$ cat src/rtl/tdm_pkg.sv
// rtl/tdm_pkg.sv - shared types and constants for the 4-slot TDM receiver
package tdm_pkg;

  localparam int NCH = 4;

  typedef logic [1:0] slot_t;

  typedef enum logic {
    HUNT = 1'b0,
    RUN  = 1'b1
  } state_t;

endpackage

$ cat src/rtl/tdm_slot_ctr.sv
// rtl/tdm_slot_ctr.sv - wrapping slot counter with one-hot write-enable decode
module tdm_slot_ctr
  import tdm_pkg::*;
(
  input  logic           clk,
  input  logic           rst,
  input  logic           adv,
  input  logic           load1,
  input  logic           clr,
  output slot_t          sel,
  output logic [NCH-1:0] we
);

  slot_t sel_q, sel_d;

  // clear beats load beats advance; slot 3 + 1 wraps naturally to 0
  always_comb begin
    sel_d = sel_q;
    if (clr) begin
      sel_d = '0;
    end else if (load1) begin
      sel_d = slot_t'(1);
    end else if (adv) begin
      sel_d = sel_q + slot_t'(1);
    end
  end

  always_ff @(posedge clk or posedge rst) begin
    if (rst) begin
      sel_q <= '0;
    end else begin
      sel_q <= sel_d;
    end
  end

  always_comb begin
    we        = '0;
    we[sel_q] = 1'b1;
  end

  assign sel = sel_q;

endmodule

$ cat src/rtl/tdm_demux_4ch.sv
// rtl/tdm_demux_4ch.sv - framed 4-slot TDM receiver presenting whole frames in parallel
module tdm_demux_4ch
  import tdm_pkg::*;
#(
  parameter int W = 8
) (
  input  logic         clk,
  input  logic         rst,
  input  logic [W-1:0] din,
  input  logic         din_valid,
  input  logic         frame_sync,
  output logic [1:0]   sel,
  output logic [W-1:0] y0,
  output logic [W-1:0] y1,
  output logic [W-1:0] y2,
  output logic [W-1:0] y3,
  output logic         frame_valid,
  output logic         sync_err,
  output logic         locked
);

  state_t         state_q, state_d;
  logic [W-1:0]   shadow_q [NCH-1];
  logic [W-1:0]   shadow_d [NCH-1];
  logic [W-1:0]   y_q [NCH];
  logic [W-1:0]   y_d [NCH];
  logic           frame_valid_q, frame_valid_d;
  logic           sync_err_q, sync_err_d;
  logic           adv, load1, clr;
  logic [NCH-1:0] we, wr_en;
  slot_t          sel_w;

  tdm_slot_ctr u_slot_ctr (
    .clk   (clk),
    .rst   (rst),
    .adv   (adv),
    .load1 (load1),
    .clr   (clr),
    .sel   (sel_w),
    .we    (we)
  );

  // wr_en bit 3 means "frame complete": it loads the outputs instead of a shadow
  always_comb begin
    state_d       = state_q;
    adv           = 1'b0;
    load1         = 1'b0;
    clr           = 1'b0;
    wr_en         = '0;
    frame_valid_d = 1'b0;
    sync_err_d    = 1'b0;
    if (din_valid) begin
      if (frame_sync) begin
        wr_en      = {{(NCH-1){1'b0}}, 1'b1};
        load1      = 1'b1;
        state_d    = RUN;
        sync_err_d = (state_q == RUN) && (sel_w != '0);
      end else if (state_q == RUN) begin
        if (sel_w == '0) begin
          sync_err_d = 1'b1;
          clr        = 1'b1;
          state_d    = HUNT;
        end else begin
          wr_en         = we;
          adv           = 1'b1;
          frame_valid_d = we[NCH-1];
        end
      end
    end
  end

  always_comb begin
    for (int i = 0; i < NCH-1; i++) begin
      shadow_d[i] = wr_en[i] ? din : shadow_q[i];
    end
    for (int i = 0; i < NCH; i++) begin
      y_d[i] = y_q[i];
    end
    if (wr_en[NCH-1]) begin
      for (int i = 0; i < NCH-1; i++) begin
        y_d[i] = shadow_q[i];
      end
      y_d[NCH-1] = din;
    end
  end

  always_ff @(posedge clk or posedge rst) begin
    if (rst) begin
      state_q       <= HUNT;
      frame_valid_q <= 1'b0;
      sync_err_q    <= 1'b0;
      for (int i = 0; i < NCH-1; i++) begin
        shadow_q[i] <= '0;
      end
      for (int i = 0; i < NCH; i++) begin
        y_q[i] <= '0;
      end
    end else begin
      state_q       <= state_d;
      frame_valid_q <= frame_valid_d;
      sync_err_q    <= sync_err_d;
      for (int i = 0; i < NCH-1; i++) begin
        shadow_q[i] <= shadow_d[i];
      end
      for (int i = 0; i < NCH; i++) begin
        y_q[i] <= y_d[i];
      end
    end
  end

  assign sel         = sel_w;
  assign y0          = y_q[0];
  assign y1          = y_q[1];
  assign y2          = y_q[2];
  assign y3          = y_q[3];
  assign frame_valid = frame_valid_q;
  assign sync_err    = sync_err_q;
  assign locked      = (state_q == RUN);

endmodule

$ cat config.mk
export PLATFORM = sky130hd
export DESIGN_NAME = tdm_demux_4ch
export DESIGN_NICKNAME = d
export VERILOG_FILES = /design/src/rtl/tdm_pkg.sv /design/src/rtl/tdm_slot_ctr.sv /design/src/rtl/tdm_demux_4ch.sv
export SDC_FILE = /design/constraint.sdc
export NUM_CORES = 1
export LEC_CHECK = 0
export CAP_MARGIN = 20
export CORE_ASPECT_RATIO = 2
export CORE_MARGIN = 4
export CORE_UTILIZATION = 39
export CTS_CLUSTER_DIAMETER = 200
export DETAILED_ROUTE_END_ITERATION = 12
export PLACE_DENSITY = 0.64
export SYNTH_ARGS = -nofsm -noshare
export SYNTH_HDL_FRONTEND = slang
export SYNTH_SLANG_ARGS = --single-unit
export TNS_END_PERCENT = 5
$ cat constraint.sdc
create_clock -name clk -period 2.18 [get_ports clk]
set_input_delay 0.436 -clock clk [delete_from_list [all_inputs] [get_ports clk]]
set_output_delay 0.436 -clock clk [all_outputs]
set_load 0.02 [all_outputs]
-- Yosys cells after proc, flatten, opt, wreduce, memory -nomap -nowiden
Index checks and enable logic that the tools add are counted.
- $add $sub $neg: 1
- $lt $le $gt $ge: 2
- muxes and demuxes: 26
- reductions and logical operators: 5
- operators with widths (kind ; number):
    2-to-1 mux 1 bit ; 18
    2-to-1 mux 4 bit ; 4
    2-to-1 mux 2 bit ; 3
    less-than comparator 2 x 3 -> 1 bit (second input constant) ; 1
    nonzero test 3 bit ; 1
    adder 2 x 1 -> 2 bit (second input constant) ; 1
    demux 1 bit (select 2 bit) ; 1
    greater-or-equal comparator 2 x 1 -> 1 bit (second input constant) ; 1
    logical AND 1 bit ; 2
    zero test 2 bit ; 1
    nonzero test 2 bit ; 1
- register bits after elaboration: 61
- bits of input ports: 12
- output and inout bits: 37
- word-level logic and storage cells: 45

-- Longest topological paths before layout
Gate-level depths: netlist of the first run.
- depth after elaboration: 8
- gate-level depth with buffers: 4
- gate-level depth less buffers: 4

-- Modules after synthesis
A second synthesis of the first run with hierarchy kept.
- cells, all modules: 147
- area total of the unflattened synthesis: 2431.1 um^2
- by module, submodules not included (module ; times used ; cells each ; area an instance (um^2) ; sequential area each (um^2)):
    tdm_demux_4ch ; 1 ; 133 ; 2287.2 ; 1476.4
    tdm_slot_ctr ; 1 ; 14 ; 143.9 ; 50.0

-- Worst setup path before layout of the first run
No wires, ideal clock.
- kind: flip-flop to flip-flop
- start: register u_slot_ctr.sel_q[0] (netlist: u_slot_ctr.sel[0])
- end: register y_q, in the netlist y0[0]
- setup time: 0.125 ns
- arrival: 1.358 ns
- required time: 2.055 ns
- slack: 0.697 ns
- cell stages (with the launch flop): 5
- buffers on the path: 1
- clock period less this slack: 1.483 ns
- cell sequence: dfrtp_1 -> ha_1 -> nand4b_4 -> buf_6 -> mux2_4
- longest elaborated chain between the ends: 8
- elaborated cells on any way between the ends: 10
- classes of those cells: order compare: 2; mux: 6; reduce/logical: 2
- RTL lines (element ; RTL line ; source):
    start, declared ; tdm_slot_ctr.sv:14 ; slot_t sel_q, sel_d;
    start signal, assigned ; tdm_slot_ctr.sv:32 ; sel_q <= sel_d;
    less-than comparator 2 x 3 -> 1 bit (implied by the code) or greater-or-equal comparator 2 x 1 -> 1 bit (tied branches) ; tdm_slot_ctr.sv:38 ; we[sel_q] = 1'b1;
    logical AND 1 bit (implied by the code) ; tdm_slot_ctr.sv:38 ;
    2-to-1 mux 1 bit (implied by the code) ; tdm_slot_ctr.sv:38 ;
    demux 1 bit (select 2 bit) ; -- ;
    2-to-1 mux 4 bit (*) ; tdm_demux_4ch.sv:59 ; if (sel_w == '0) begin
    2-to-1 mux 4 bit (*) ; tdm_demux_4ch.sv:58 ; end else if (state_q == RUN) begin
    2-to-1 mux 4 bit (*) ; tdm_demux_4ch.sv:53 ; if (frame_sync) begin
    2-to-1 mux 4 bit (*) ; tdm_demux_4ch.sv:52 ; if (din_valid) begin
    end signal, assigned by index ; tdm_demux_4ch.sv:106 ; y_q[i] <= y_d[i];
    end, declared ; tdm_demux_4ch.sv:25 ; logic [W-1:0] y_q [NCH];
Mark *: on every way between the ends. The rest lies on a longest branch, timed or not.
A chain may end at the register's enable or synchronous reset.

-- Worst setup path after layout of the first run
- start: register state_q (netlist: locked)
- end: output port locked
- RTL lines (element ; RTL line ; source):
    start, declared ; tdm_demux_4ch.sv:22 ; state_t state_q, state_d;
    start signal, assigned ; tdm_demux_4ch.sv:99 ; state_q <= state_d;
    end, declared ; tdm_demux_4ch.sv:19 ; output logic locked
No word-level cell between the ends.

==> run_results.csv, run 1 <==
group,metric,value,unit
outcome,status,"complete, no violations",
floorplanning,die_w,65.1,um
clock_tree,cts-root-buf,"clkbuf_16",
clock_tree,cts_buffers,9,
global_routing,gr-usage-all-layers,14.2,%
placed_design,gp_congestion,0.740,
critical_path,crit_fanout,9,
detailed_routing,wl_per_cell,16.9,um
finish,area_growth,33.3,%
global_routing,grt_max_degree,38,
finish,n_antenna_cell,0,
global_routing,grt_pass1_wl,8320,um
synthesis,synth_mux_area_share,29.1,%
synthesis,syn_nets,161,
clock_tree,path_clk_slew,0.05,ns
placed_design,dp.cells,278,
clock_tree,cts_tree,"built",
timing,final.setup.worst_slack,0.116,ns
clock_tree,clock_latency,0.32,ns
critical_path,max_stage_delay,0.70,ns
placed_design,dpl_cell_area,3130,um2
finish,nets,219,
placed_design,dp_slack,0.249,ns
synthesis,ys_async_sr_fraction,100,%
synthesis,synth-edff-count,0,
timing,timing.hold.ws,0.409,ns
power_and_ir_drop,p_leak,1.64,nW
finish,mostFrequentLayoutCells,"dfrtp_1, clkdlybuf4s50_1, mux2_4",
synthesis,synth_compound_gate_area_share,1.28,%
clock_tree,cts.sinks,61,
floorplanning,die_h,122,um
finish,final_common_cell,"dfrtp_1",
critical_path,worst_ep_required_time,1.74,ns
placed_design,port_buffers,48,
clock_tree,cts_resized,0,
global_routing,grt_pass1_vias,1615,
clock_tree,postCtsSetupBuffers,0,
timing,final.setup.tns,0,ns
clock_tree,holdBufCountCts,0,
power_and_ir_drop,ir_drop,0.628,mV
critical_path,cp_cell_sequence,"clkdlybuf4s50_1",
detailed_routing,vias,1402,
floorplanning,core_area,6310,um2
synthesis,synth_top_family_by_area,"multiplexers",
critical_path,worstSetupStartpointType,"flop",
critical_path,cpLargestDelayFamily,"buffers and inverters",
hold_path,hp-class,"in2async",
critical_path,cp-end-kind,"output port",
detailed_routing,drtPass1Iterations,4,
timing,fin_skew,0.00381,ns
timing,fmax,0.484,GHz
critical_path,crit_buf_inv,1,
clock_tree,cts_htree_levels,3,
placed_design,dpl.hpwl,3540,um
timing,rsz0062_at_grt,"false",
global_routing,grt_antenna_before_repair,0,
critical_path,arrival,1.63,ns
timing,finalMaxSlewViolations,0,
finish,final_area,3380,um2
detailed_routing,vias_per_cell,4.77,
synthesis,ys_seq_elements,61,
synthesis,yosysSeqAreaShare,60.1,%
finish,drive_above_1_share,37.0,%
timing,hold_viol,0,
clock_tree,clk_path_buf_depth,2,
power_and_ir_drop,pwr_density_cell,1420,nW/um2
critical_path,slowest_stage,"clkdlybuf4s50_1",
synthesis,syn_inst,145,
synthesis,synthFlopType,"dfrtp_1",
synthesis,synth_xor_area_share,0.345,%
floorplanning,design.die.area,7950,um2
critical_path,cp.depth,1,
finish,fill_cells,529,
power_and_ir_drop,finalPower,4.81,mW
global_routing,overflow,0,
timing,fin_crit,2.06,ns
detailed_routing,drc,0,
floorplanning,ios,49,
synthesis,avgSynthCellArea,17.5,um2
timing,worst_slew_pin_slew,0.444,ns
synthesis,syn_area,2540,um2
finish,final_cells,294,
synthesis,synthSimpleGateAreaFrac,4.24,%
synthesis,synth_warnings,0,
critical_path,worstSetupPathType,"reg2out",
floorplanning,start_util,40.3,%
finish,fin_util,53.6,%
timing,maxSlewHeadroom,70.4,%
floorplanning,rows,41,
synthesis,synthAdderAreaFrac,1.97,%
detailed_routing,antenna_left,0,
timing,setup_viol,0,
detailed_routing,routed_wl,4980,um
flow_run,max_cap_viol_count,0,
critical_path,rr_worst_depth,4,
timing,min_period_over_period,94.7,%
synthesis,synthDistinctLibCells,18,
detailed_routing,drt_iter0_markers,22,
-- worst reg2reg max path: cells and delay by family (launching register included) --
kind	cells	cell delay, ns
muxes	1	0.40
buffers and inverters	1	0.25
adders and majority gates	1	0.27
DFF	1	0.45
and+or+nand+nor	1	0.11
-- routing by layer --
| metal | global-route usage [%] | wire length [um] | vias to the layer above |
|---|---|---|---|
| met4 | 9.09 | 158 | 0 |
| met3 | 3.97 | 158 | 11 |
| li1 | - | - | 632 |
| met5 | 0 | 0 | - |
| met1 | 15.9 | 1960 | 728 |
| met2 | 23.4 | 2700 | 31 |
-- path summary, 6_finish.rpt --
kind / startpoint / to / slack (ns)
max: locked$_DFFE_PP0P_ / locked / 0.12
min: rst / y2[1]$_DFFE_PP0P_ / 0.41
min reg2reg: shadow_q[20]$_DFFE_PP0P_ / y0[4]$_DFFE_PP0P_ / 0.50
min in group clk: shadow_q[20]$_DFFE_PP0P_ / y0[4]$_DFFE_PP0P_ / 0.50
max reg2reg: u_slot_ctr.sel[0]$_DFFE_PP0P_ / y0[5]$_DFFE_PP0P_ / 0.58
max in group asynchronous: rst / y1[7]$_DFFE_PP0P_ / 1.26
-- Yosys cell counts, types with 2 or more instances --
library cell	instances	area (um2)
dfrtp_1	61	1530
mux2_4	29	435
mux2_2	27	304
buf_6	4	45.0
ha_1	4	50.1
inv_1	4	15.0
nand4b_4	3	71.3
buf_4	2	15.0
nand2_1	2	7.51
-- cells by family after synthesis --
| logic type | count (synthesis) |
|---|---|
| buffers and inverters | 10 |
| flip-flops | 61 |
| XOR/XNOR | 1 |
| AND/OR/NAND/NOR | 9 |
| multiplexers | 56 |
| AO/OA/AOI/OAI | 4 |
| adder cells (fa/ha/maj) | 4 |
-- where the power goes --
| part | total (mW) | switching (mW) | internal [mW] |
|---|---|---|---|
| registers | 1.87 | 0.289 | 1.58 |
| clock network | 1.22 | 0.456 | 0.765 |
| logic | 1.72 | 0.711 | 1.01 |
| total | 4.81 | 1.46 | 3.35 |
-- cell type report --
class,instances,area (um2),share of cell area (%)
Tap cell,86,108,3.18
Inverter,4,15.0,0.444
Clock buffer,14,244,7.21
Multi-Input combinational cell,74,938,27.7
Timing Repair Buffer,53,543,16.0
Clock inverter,2,10.0,0.296
Sequential cell,61,1530,45.1
-- sequential cells by signal, summed over array words and instances (netlist names) --
name and cells:
y1 8, u_slot_ctr.sel 2, sync_err 1, y0 8, locked 1, shadow_q 24, y2 8, frame_valid 1
y3 8
(Power assumes the default switching activity.)
==> run 2, diff against run 1 <==
SLEW_MARGIN = 10   (was not set)
==> results of run 2 <==
The final DEF is identical to that of run 1; final timing and power are the same.
==> run 3, diff against run 2 <==
CORE_UTILIZATION = 51   (was 39)
PLACE_DENSITY = 0.8   (was 0.64)
==> run 3 against run 2 <==
Effect of this change:
- clock power decreased by 12%
- fmax decreased by 0.66%
- clock-buffer cell count decreased by 4
- via count increased by 0.64%
- largest power group unchanged
- highest routed layer unchanged
==> run_results.csv, run 3 (same netlist as run 1, synthesis figures left out) <==
group,metric,value,unit
finish,area_growth,30.0,%
finish,nets,218,
timing,rsz0062_at_grt,"false",
placed_design,dpl.hpwl,3690,um
critical_path,crit_buf_inv,1,
clock_tree,clk_path_buf_depth,2,
global_routing,gr-usage-all-layers,17.9,%
clock_tree,cts_tree,"built",
detailed_routing,vias_per_cell,5.34,
timing,fin_skew,0.00785,ns
power_and_ir_drop,pwr_density_cell,1420,nW/um2
clock_tree,cts.sinks,61,
clock_tree,holdBufCountCts,0,
hold_path,hp-class,"in2async",
timing,fmax,0.481,GHz
finish,drive_above_1_share,38.6,%
critical_path,slowest_stage,"clkdlybuf4s50_1",
floorplanning,start_util,52.2,%
clock_tree,clock_latency,0.33,ns
global_routing,grt_antenna_before_repair,0,
critical_path,arrival,1.64,ns
critical_path,cp-end-kind,"output port",
timing,maxSlewHeadroom,69.8,%
finish,fin_util,67.9,%
floorplanning,ios,49,
floorplanning,die_w,57.9,um
detailed_routing,drc,0,
finish,largest-register,"shadow_q",
finish,n_antenna_cell,0,
clock_tree,cts_resized,0,
timing,finalMaxSlewViolations,0,
timing,hold_viol,0,
timing,fin_crit,2.08,ns
detailed_routing,drtPass1Iterations,4,
critical_path,worstSetupPathType,"reg2out",
global_routing,grt_busiest_layer,"met2",
detailed_routing,vias,1411,
clock_tree,cts-root-buf,"clkbuf_8",
critical_path,max_stage_delay,0.70,ns
global_routing,overflow,0,
finish,mostFrequentLayoutCells,"dfrtp_1, clkdlybuf4s50_1, mux2_4",
floorplanning,core_area,4860,um2
placed_design,gp_congestion,0.769,
critical_path,cp_cell_sequence,"clkdlybuf4s50_1",
global_routing,grtUsageMet1,18.7,%
global_routing,met3_usage,4.80,%
clock_tree,postCtsSetupBuffers,0,
clock_tree,path_clk_slew,0.07,ns
critical_path,cpLargestDelayFamily,"buffers and inverters",
detailed_routing,wl_per_cell,18.8,um
timing,min_period_over_period,95.3,%
clock_tree,cts_htree_levels,3,
critical_path,worst_ep_required_time,1.74,ns
floorplanning,design.die.area,6240,um2
finish,final_common_cell,"dfrtp_1",
global_routing,grt_pass1_wl,8120,um
finish,largest_reg_flops,24,
detailed_routing,antenna_left,0,
flow_run,max_cap_viol_count,0,
detailed_routing,routed_wl,4980,um
global_routing,grt_pass1_vias,1606,
timing,final.setup.tns,0,ns
critical_path,worstSetupStartpointType,"flop",
global_routing,grt_max_degree,42,
finish,fill_cells,355,
timing,worst_slew_pin_slew,0.452,ns
placed_design,port_buffers,48,
power_and_ir_drop,ir_drop,0.994,mV
detailed_routing,drt_iter0_markers,24,
timing,setup_viol,0,
critical_path,crit_fanout,9,
placed_design,dpl_cell_area,3090,um2
outcome,status,"complete, no violations",
clock_tree,cts_buffers,9,
finish,final_area,3300,um2
floorplanning,die_h,108,um
global_routing,grt.met2_usage,31.3,%
floorplanning,rows,36,
power_and_ir_drop,p_leak,1.61,nW
==> run 3: cell type report <==
cell class	count	area [um2]	area share, %
Inverter	4	15.0	0.455
Tap cell	57	71.3	2.16
Multi-Input combinational cell	74	938	28.4
Clock inverter	6	87.6	2.65
Timing Repair Buffer	52	536	16.2
Clock buffer	10	128	3.87
Sequential cell	61	1530	46.2
==> run 3: power by group <==
group | switching, mW | internal, mW | total (mW)
registers | 0.298 | 1.57 | 1.87
clock network | 0.426 | 0.641 | 1.07
logic | 0.745 | 1.01 | 1.75
==> run 3: layer usage <==
layer | share of wire (%) | vias to the layer above | wire [um]
li1 | - | 622 | -
met1 | 37 | 724 | 1830
met2 | 56 | 52 | 2780
met3 | 4.3 | 13 | 212
met4 | 3.1 | 0 | 153
met5 | 0 | - | 0
==> run 3: path summary, 6_finish.rpt <==
check	from	endpoint	slack [ns]	depth (start not counted)
setup / recovery	locked$_DFFE_PP0P_	locked	0.10	1
hold / removal	rst	y2[2]$_DFFE_PP0P_	0.43	2
setup reg to reg	u_slot_ctr.sel[0]$_DFFE_PP0P_	y0[6]$_DFFE_PP0P_	0.60	4
hold reg to reg	shadow_q[14]$_DFFE_PP0P_	y1[6]$_DFFE_PP0P_	0.50	1
max in group asynchronous	rst	y3[4]$_DFFE_PP0P_	1.19	3
min in group clk	shadow_q[14]$_DFFE_PP0P_	y1[6]$_DFFE_PP0P_	0.50	1
==> run 3: stage by stage <==
stage / worst slack (ns) / hold slack (ns) / cells / total power, mW
floorplan: 0.231 / 0.475 / 145 / 2.85
global placement: 0.316 / 0.484 / 248 / 3.53
detailed placement: 0.270 / 0.492 / 248 / 3.66
CTS: 0.0896 / 0.436 / 264 / 4.75
global route: 0.0210 / 0.460 / 264 / 4.91
finish: 0.102 / 0.433 / 264 / 4.69
